**src/rtl/sram_ctrl_pkg.sv**
```systemverilog
// Shared types for the SRAM request controller: FSM states, default
// geometry and the command bundle that is registered onto the macro pins.
package sram_ctrl_pkg;

    localparam int DEF_AW = 10;
    localparam int DEF_DW = 32;

    typedef enum logic {
        CLEAR = 1'b0,
        RUN   = 1'b1
    } state_e;

    // Command bundle at the default geometry; the top re-declares the same
    // layout at its own parameterised widths.
    typedef struct packed {
        logic              men;
        logic              wen;
        logic              ren;
        logic [DEF_AW-1:0] addr;
        logic [DEF_DW-1:0] din;
        logic [DEF_DW-1:0] bm;
    } sram_cmd_t;

endpackage

```
**src/rtl/sram_req_ctrl_if.sv**
```systemverilog
// Request/response handshake bundle between a client and sram_req_ctrl.
interface sram_req_ctrl_if
    import sram_ctrl_pkg::*;
#(
    parameter int AW = DEF_AW,
    parameter int DW = DEF_DW
);
    logic          req_valid;
    logic          req_ready;
    logic          req_we;
    logic [AW-1:0] req_addr;
    logic [DW-1:0] req_wdata;
    logic [DW-1:0] req_bm;
    logic          rsp_valid;
    logic          rsp_ready;
    logic [DW-1:0] rsp_rdata;

    // Client side: issues requests, consumes responses.
    modport master (
        output req_valid, req_we, req_addr, req_wdata, req_bm, rsp_ready,
        input  req_ready, rsp_valid, rsp_rdata
    );

    // Controller side.
    modport slave (
        input  req_valid, req_we, req_addr, req_wdata, req_bm, rsp_ready,
        output req_ready, rsp_valid, rsp_rdata
    );
endinterface

```
**src/rtl/sram_rsp_fifo.sv**
```systemverilog
// Small synchronous show-ahead FIFO holding read data until the consumer
// takes it. Depth need not be a power of two; pointers wrap explicitly.
module sram_rsp_fifo #(
    parameter int DEPTH = 3,
    parameter int DW    = 32
) (
    input  logic                       clk,
    input  logic                       rst,
    input  logic                       push_i,
    input  logic [DW-1:0]              din_i,
    input  logic                       pop_i,
    output logic [DW-1:0]              dout_o,
    output logic [$clog2(DEPTH+1)-1:0] count_o,
    output logic                       empty_o,
    output logic                       full_o
);
    localparam int PW = (DEPTH > 1) ? $clog2(DEPTH) : 1;
    localparam int CW = $clog2(DEPTH + 1);
    localparam logic [PW-1:0] LAST_PTR = PW'(DEPTH - 1);
    localparam logic [CW-1:0] DEPTH_C  = CW'(DEPTH);

    logic [DW-1:0] mem_q [DEPTH];
    logic [PW-1:0] wr_ptr_q, wr_ptr_d;
    logic [PW-1:0] rd_ptr_q, rd_ptr_d;
    logic [CW-1:0] count_q, count_d;
    logic          do_push, do_pop;

    assign empty_o = (count_q == '0);
    assign full_o  = (count_q == DEPTH_C);
    assign count_o = count_q;
    // Head entry is presented combinationally so rsp_valid/rsp_rdata line up.
    assign dout_o  = mem_q[rd_ptr_q];

    assign do_pop  = pop_i & ~empty_o;
    assign do_push = push_i & (~full_o | do_pop);

    // Pointer wrap and occupancy; push and pop together leave count unchanged.
    always_comb begin
        wr_ptr_d = wr_ptr_q;
        rd_ptr_d = rd_ptr_q;
        count_d  = count_q;
        if (do_push) begin
            wr_ptr_d = (wr_ptr_q == LAST_PTR) ? '0 : wr_ptr_q + PW'(1);
        end
        if (do_pop) begin
            rd_ptr_d = (rd_ptr_q == LAST_PTR) ? '0 : rd_ptr_q + PW'(1);
        end
        case ({do_push, do_pop})
            2'b10:   count_d = count_q + CW'(1);
            2'b01:   count_d = count_q - CW'(1);
            default: count_d = count_q;
        endcase
    end

    // Pointer and count registers.
    always_ff @(posedge clk) begin
        if (rst) begin
            wr_ptr_q <= '0;
            rd_ptr_q <= '0;
            count_q  <= '0;
        end else begin
            wr_ptr_q <= wr_ptr_d;
            rd_ptr_q <= rd_ptr_d;
            count_q  <= count_d;
        end
    end

    // Storage; contents are don't-care while the FIFO is empty.
    always_ff @(posedge clk) begin
        if (do_push) begin
            mem_q[wr_ptr_q] <= din_i;
        end
    end
endmodule

```
**src/rtl/sram_req_ctrl.sv**
```systemverilog
// Valid/ready front-end for a single-port SRAM macro: optional zero-fill
// sweep after reset, registered command pins, and credit-managed in-order
// read return through a small response FIFO.
module sram_req_ctrl
    import sram_ctrl_pkg::*;
#(
    parameter int AW           = DEF_AW,
    parameter int DW           = DEF_DW,
    parameter int RD_LAT       = 1,
    parameter int RSP_DEPTH    = 3,
    parameter int CLEAR_ON_RST = 1
) (
    input  logic           clk,
    input  logic           rst,
    sram_req_ctrl_if.slave bus,
    output logic           init_done,
    output logic [AW-1:0]  sram_addr,
    output logic [DW-1:0]  sram_din,
    output logic [DW-1:0]  sram_bm,
    output logic           sram_men,
    output logic           sram_wen,
    output logic           sram_ren,
    input  logic [DW-1:0]  sram_dout
);
    localparam int CW = $clog2(RSP_DEPTH + 1);
    localparam logic [CW:0]   DEPTH_C  = (CW+1)'(RSP_DEPTH);
    localparam logic [AW-1:0] CLR_LAST = '1;

    typedef struct packed {
        logic          men;
        logic          wen;
        logic          ren;
        logic [AW-1:0] addr;
        logic [DW-1:0] din;
        logic [DW-1:0] bm;
    } cmd_t;

    state_e            state_q, state_d;
    logic [AW-1:0]     clr_addr_q, clr_addr_d;
    cmd_t              cmd_q, cmd_d;
    logic              init_done_q, init_done_d;
    logic [CW-1:0]     inflight_q, inflight_d;
    logic [RD_LAT-1:0] rd_pipe_q, rd_pipe_d;
    logic [CW-1:0]     fifo_count;
    logic              fifo_empty, fifo_full, fifo_push, fifo_pop;
    logic [CW:0]       credit_used;
    logic              req_ready_w, accept, rd_accept;

    // A read holds one credit from accept until the FIFO entry is popped, so
    // the FIFO can never be asked to absorb more than it holds.
    assign credit_used = {1'b0, inflight_q} + {1'b0, fifo_count};
    assign req_ready_w = init_done_q & (state_q == RUN) & ~fifo_full
                       & (credit_used < DEPTH_C);
    assign bus.req_ready = req_ready_w;
    assign rd_accept     = accept & ~bus.req_we;

    // Read-valid shift register tracking commands through the macro latency.
    genvar gi;
    for (gi = 0; gi < RD_LAT; gi++) begin : g_rd_pipe
        if (gi == 0) begin : g_head
            assign rd_pipe_d[gi] = cmd_q.ren;
        end else begin : g_tail
            assign rd_pipe_d[gi] = rd_pipe_q[gi-1];
        end
    end

    assign fifo_push = rd_pipe_q[RD_LAT-1];
    assign fifo_pop  = bus.rsp_ready;

    // Next state, clear sweep address and the command to register onto the pins.
    always_comb begin
        state_d    = state_q;
        clr_addr_d = clr_addr_q;
        cmd_d      = cmd_q;
        cmd_d.men  = 1'b0;
        cmd_d.wen  = 1'b0;
        cmd_d.ren  = 1'b0;
        accept     = 1'b0;
        case (state_q)
            CLEAR: begin
                cmd_d.men  = 1'b1;
                cmd_d.wen  = 1'b1;
                cmd_d.addr = clr_addr_q;
                cmd_d.din  = '0;
                cmd_d.bm   = '1;
                clr_addr_d = clr_addr_q + AW'(1);
                if (clr_addr_q == CLR_LAST) begin
                    state_d = RUN;
                end
            end
            RUN: begin
                accept = bus.req_valid & req_ready_w;
                if (accept) begin
                    cmd_d.men  = 1'b1;
                    cmd_d.wen  = bus.req_we;
                    cmd_d.ren  = ~bus.req_we;
                    cmd_d.addr = bus.req_addr;
                    cmd_d.din  = bus.req_wdata;
                    cmd_d.bm   = bus.req_bm;
                end
            end
            default: state_d = CLEAR;
        endcase
        init_done_d = init_done_q | (state_d == RUN);
        inflight_d  = inflight_q + CW'(rd_accept) - CW'(fifo_push);
    end

    // State register; reset also drops in-flight reads and any pending command.
    always_ff @(posedge clk) begin
        if (rst) begin
            state_q     <= (CLEAR_ON_RST != 0) ? CLEAR : RUN;
            clr_addr_q  <= '0;
            cmd_q       <= '0;
            init_done_q <= 1'b0;
            inflight_q  <= '0;
            rd_pipe_q   <= '0;
        end else begin
            state_q     <= state_d;
            clr_addr_q  <= clr_addr_d;
            cmd_q       <= cmd_d;
            init_done_q <= init_done_d;
            inflight_q  <= inflight_d;
            rd_pipe_q   <= rd_pipe_d;
        end
    end

    sram_rsp_fifo #(
        .DEPTH (RSP_DEPTH),
        .DW    (DW)
    ) u_rsp_fifo (
        .clk     (clk),
        .rst     (rst),
        .push_i  (fifo_push),
        .din_i   (sram_dout),
        .pop_i   (fifo_pop),
        .dout_o  (bus.rsp_rdata),
        .count_o (fifo_count),
        .empty_o (fifo_empty),
        .full_o  (fifo_full)
    );

    assign bus.rsp_valid = ~fifo_empty;
    assign init_done     = init_done_q;
    assign sram_men      = cmd_q.men;
    assign sram_wen      = cmd_q.wen;
    assign sram_ren      = cmd_q.ren;
    assign sram_addr     = cmd_q.addr;
    assign sram_din      = cmd_q.din;
    assign sram_bm       = cmd_q.bm;
endmodule

```
**src/flat_wrapper.sv**
```systemverilog
// flat-port wrapper written by rule: the top's interface ports become plain ports
module sram_req_ctrl_flat import sram_ctrl_pkg::*;
#(
    parameter int AW           = DEF_AW,
    parameter int DW           = DEF_DW,
    parameter int RD_LAT       = 1,
    parameter int RSP_DEPTH    = 3,
    parameter int CLEAR_ON_RST = 1
)
  (clk, rst, init_done, sram_addr, sram_din, sram_bm, sram_men, sram_wen, sram_ren, sram_dout, bus_req_valid, bus_req_we, bus_req_addr, bus_req_wdata, bus_req_bm, bus_rsp_ready, bus_req_ready, bus_rsp_valid, bus_rsp_rdata);
  sram_req_ctrl_if #(.AW(AW), .DW(DW)) bus_i ();
  input  logic clk;
  input  logic rst;
  output logic init_done;
  output logic [AW-1:0] sram_addr;
  output logic [DW-1:0] sram_din;
  output logic [DW-1:0] sram_bm;
  output logic sram_men;
  output logic sram_wen;
  output logic sram_ren;
  input  logic [DW-1:0] sram_dout;
  input wire logic [$bits(bus_i.req_valid)-1:0] bus_req_valid;
  input wire logic [$bits(bus_i.req_we)-1:0] bus_req_we;
  input wire logic [$bits(bus_i.req_addr)-1:0] bus_req_addr;
  input wire logic [$bits(bus_i.req_wdata)-1:0] bus_req_wdata;
  input wire logic [$bits(bus_i.req_bm)-1:0] bus_req_bm;
  input wire logic [$bits(bus_i.rsp_ready)-1:0] bus_rsp_ready;
  output wire logic [$bits(bus_i.req_ready)-1:0] bus_req_ready;
  output wire logic [$bits(bus_i.rsp_valid)-1:0] bus_rsp_valid;
  output wire logic [$bits(bus_i.rsp_rdata)-1:0] bus_rsp_rdata;
  assign bus_i.req_valid = bus_req_valid;
  assign bus_i.req_we = bus_req_we;
  assign bus_i.req_addr = bus_req_addr;
  assign bus_i.req_wdata = bus_req_wdata;
  assign bus_i.req_bm = bus_req_bm;
  assign bus_i.rsp_ready = bus_rsp_ready;
  assign bus_req_ready = bus_i.req_ready;
  assign bus_rsp_valid = bus_i.rsp_valid;
  assign bus_rsp_rdata = bus_i.rsp_rdata;
  sram_req_ctrl #(.AW(AW), .DW(DW), .RD_LAT(RD_LAT), .RSP_DEPTH(RSP_DEPTH), .CLEAR_ON_RST(CLEAR_ON_RST)) u_core (.clk(clk), .rst(rst), .bus(bus_i), .init_done(init_done), .sram_addr(sram_addr), .sram_din(sram_din), .sram_bm(sram_bm), .sram_men(sram_men), .sram_wen(sram_wen), .sram_ren(sram_ren), .sram_dout(sram_dout));
endmodule
```
**config.mk**
```make
export PLATFORM = sky130hd
export DESIGN_NAME = sram_req_ctrl_flat
export DESIGN_NICKNAME = d
export VERILOG_FILES = /design/src/rtl/sram_ctrl_pkg.sv /design/src/rtl/sram_req_ctrl_if.sv /design/src/rtl/sram_rsp_fifo.sv /design/src/rtl/sram_req_ctrl.sv /design/src/flat_wrapper.sv
export SDC_FILE = /design/constraint.sdc
export NUM_CORES = 1
export LEC_CHECK = 0
export BUFFER_PORTS_ARGS = -buffer_cell sky130_fd_sc_hd__buf_2
export CAP_MARGIN = 0
export CELL_PAD_IN_SITES_DETAIL_PLACEMENT = 0
export CELL_PAD_IN_SITES_GLOBAL_PLACEMENT = 2
export CORE_MARGIN = 2
export CORE_UTILIZATION = 33
export CTS_CLUSTER_SIZE = 28
export DETAILED_ROUTE_END_ITERATION = 7
export PLACE_DENSITY_LB_ADDON = 0.12
export SKIP_LAST_GASP = 1
export SLEW_MARGIN = 0
export SYNTH_ARGS = -nofsm -noshare
export SYNTH_HDL_FRONTEND = slang
export SYNTH_HIERARCHICAL = 1
export SYNTH_SLANG_ARGS = --single-unit
```
**constraint.sdc**
```tcl
create_clock -name clk -period 3.9 [get_ports clk]
set_input_delay 0.39 -clock clk [delete_from_list [all_inputs] [get_ports clk]]
set_output_delay 0.39 -clock clk [all_outputs]
set_load 0.005 [all_outputs]
```
==> flow_summary.toml <==
[grt]
first_global_vias = 5461
grt_first_pass_wirelength_um = 29900
largest_net_degree_at_the_start_of_global_routing = 65
grt_antenna_before_repair = 4
grt_remaining_overflow = 0
global_route.usage.total = 0.159

[clock_network]
cts-htree-levels = 4
post_cts_resized = 0
tritoncts = "built"
reg_clk_slew_reported_paths_ns = 0.08
clock_latency_ns = 0.43
cts-root-buf = "clkbuf_16"
cts_made_buffers = 17
cts_hold_buffers_added = 0
largest_buffer_count_on_any_clock_path = 2
numClockSinks = 196
postCtsSetupRepairBufs = 0

[setup_path]
timing.critical_path.to_type = "flip-flop"
crit_required_ns = 4.21
timing_worst_setup_path_type = "flip-flop to flip-flop"
timing.critical_path.fanout_max = 45
setup.worst_path.start_class = "flip-flop"
setup.reg_to_reg.worst_slack_ns = 1.00
crit_arrival_ns = 3.21
r2r.worst_path.cells = 11

[yosys]
synth_sequential_area_ratio = 0.655
synthFlopType = "dfxtp_1"
netlist_area_before_placement_um2 = 7460
asyncSetResetFlopFracSynth = 0
synth_fp_nets = 710
number_of_synthesized_flops_with_an_enable_pin = 96
yosysUniqueCellTypes = 49
synth_area_per_cell_um2 = 12.6
synth.largest_area_cell = "edfxtp_1"
postSynthRegisterBits = 196
synth_top_area_frac = 0.387
ys_warn_count = 6
yosys-top-cells-area = "edfxtp_1, dfxtp_1, mux2i_1"
synth_cells = 594

[finish]
synthToLayoutAreaGrowth_pct = 26.8
design.final.nets = 915
multi_input_comb_area_um2 = 2240
fillerInstances = 2134
share_of_layout_cells_above_drive_strength_1 = 0.353
register_area_um2 = 4890
layout.cells.non_filler = 1095

[floorplan]
floorplan.core_area_um2 = 22000
fp.dieH_um = 154
fp.dieW_um = 154
top_level_ports = 223
placement_rows = 54
start_util = 0.339
dieArea_um2 = 23800

[sta]
hold_violations = 0
worst_clock_skew_ns = 0.0131
period_share = 0.743
achievable-frequency_mhz = 345
setup-tns-final_ns = 0
finalMaxSlewViolations = 0
tightestPinTransition_ns = 1.11
rsz_0062_raised_after_global_routing = "false"
setup_violations = 0
period_minus_slack_ns = 2.90
timing.max_slew.rel_slack = 0.259

[detailed_routing]
wl_per_cell_um = 17.2
detail_route.iter0.violations = 308
drtPass1Iterations = 4
drt_drc_violations_left = 0
viasPerCell = 4.92
postRouteWirelength_um = 18900
dr_total_vias = 5389
post_drt_antenna_nets = 0

[placement]
io_port_bufs = 222
place_congestion = 0.743
hpwlAfterDp_um = 12500
dpl.cell_count = 1060

[power]
p_leak_uw = 0.00377
pwr_density_cell_nw_per_um2 = 440
sequentialPowerShare = 0.527
combPwrFrac = 0.035
ir_drop_mv = 0.294
power_switching_share = 0.231
power.internal_uw = 3200
p_sw_uw = 959
p_clk_frac = 0.439

[status]
status = "finished, final reports clean"

[job]
maxCapViolations = 0

[hold_path]
min_path_cells = 1
min_path_type = "input port to flip-flop"
## power by group through the flow
| stage | sequential [µW] | combinational [µW] | clock [µW] |
|---|---|---|---|
| after floorplan | 2240 | 41.9 | 0 |
| after global placement | 2240 | 141 | 0 |
| after detailed placement | 2240 | 146 | 0 |
| after CTS | 2190 | 146 | 1880 |
| after global routing | 2200 | 162 | 1970 |
| final | 2190 | 144 | 1830 |
## kinds of logic after synthesis
| group | synth area share |
|---|---|
| adders and majority gates | 0.00940 |
| AOI/OAI and AO/OA | 0.144 |
| and+or+nand+nor | 0.0856 |
| xor gates and xnor gates | 0.00705 |
| DFF | 0.655 |
| buffers and inverters | 0.0482 |
| muxes | 0.0505 |
## registers in the layout (all words and copies together) (netlist names), named ones only
| name | cells |
|---|---|
| u_core/sram_bm | 32 |
| u_core/sram_men | 1 |
| u_core/sram_addr | 10 |
| u_core/sram_wen | 1 |
| u_core/state_q | 1 |
| u_core/inflight_q | 2 |
| u_core/sram_ren | 1 |
| u_core/u_rsp_fifo/mem_q | 96 |
| u_core/u_rsp_fifo/rd_ptr_q | 2 |
| u_core/u_rsp_fifo/count_o | 2 |
| u_core/clr_addr_q | 10 |
| u_core/sram_din | 32 |
| u_core/init_done | 1 |
| u_core/fifo_push | 1 |
| u_core/u_rsp_fifo/wr_ptr_q | 2 |
## layout by cell type, fill, tap and decap left out, drive strengths merged, types with 2 or more instances in the layout
| cell type | instances |
|---|---|
| buf | 232 |
| dfxtp | 100 |
| edfxtp | 96 |
| inv | 43 |
| nand2 | 38 |
| o21ai | 38 |
| nor3 | 36 |
| mux2i | 35 |
| a22o | 32 |
| a311oi | 32 |
| a21oi | 22 |
| clkbuf | 18 |
| nor2 | 10 |
| a32oi | 10 |
| o211ai | 10 |
| clkinv | 7 |
| nor2b | 7 |
| or3 | 6 |
| xor2 | 4 |
| ha | 4 |
| and3 | 4 |
| diode | 3 |
| nand3 | 3 |
| xnor2 | 2 |
| nor3b | 2 |
| nand2b | 2 |
| nand4b | 2 |
| mux2 | 2 |
| or3b | 2 |
## cell type report
class,instances,share of cell area
Timing Repair Buffer,232,0.125
Multi-Input combinational cell,315,0.237
Antenna cell,3,0.000794
Clock buffer,18,0.0465
Sequential cell,196,0.517
Inverter,37,0.0147
Clock inverter,14,0.0216
Tap cell,280,0.0371
## through the flow
step | util | worst slack (ns) | total power, µW | hold slack [ns] | area [µm²]
2_1_floorplan | - | 0.439 | 2280 | 0.443 | 7460
3_3_place_gp | 0.400 | 1.04 | 2380 | 0.450 | 8800
3_5_place_dp | 0.400 | 0.977 | 2380 | 0.449 | 8800
4_1_cts | 0.429 | 0.970 | 4220 | 0.138 | 9450
5_1_grt | 0.429 | 0.855 | 4330 | 0.133 | 9450
6_report | 0.429 | 1.00 | 4160 | 0.161 | 9450
## worst max-delay path, cell delays in order, from the launching register on
cell and delay, ns:
dfxtp_1 0.39, ha_1 0.22, fa_1 0.37, nand4bb_2 0.24, buf_4 0.30, or3_1 0.41
ha_1 0.27, inv_1 0.07, ha_1 0.15, xor2_1 0.18, xnor2_1 0.14, nor2_1 0.05
## worst paths after layout
| kind | start | to |
|---|---|---|
| worst min register to register | u_core/sram_ren | u_core/fifo_push |
| worst min-delay path | sram_dout[22] | u_core/u_rsp_fifo/mem_q[1][22] |
| worst max-delay path | u_core/u_rsp_fifo/count_o[0] | u_core/inflight_q[1] |
| worst max register to register | u_core/u_rsp_fifo/count_o[0] | u_core/inflight_q[1] |
## per-layer routing
metal / track usage / share of wire
met5: 0 / 0.00058
met4: 0.0578 / 0.021
met3: 0.0566 / 0.076
met1: 0.201 / 0.44
met2: 0.252 / 0.46
## synthesized netlist by cell type, types with 3 or more instances
master / instances
inv_1: 37
buf_2: 17
nand2_1: 36
xor2_1: 4
edfxtp_1: 96
or3_1: 4
mux2i_1: 35
buf_4: 7
o21ai_0: 36
a32oi_1: 10
nand3_1: 3
dfxtp_1: 100
ha_1: 4
nor3_1: 35
a21oi_1: 22
nor2b_1: 7
nor2_1: 10
clkbuf_1: 17
a311oi_1: 32
o211ai_1: 10
a22o_1: 32
buf_1: 5
Note: power is estimated with default switching activity, not from simulation.
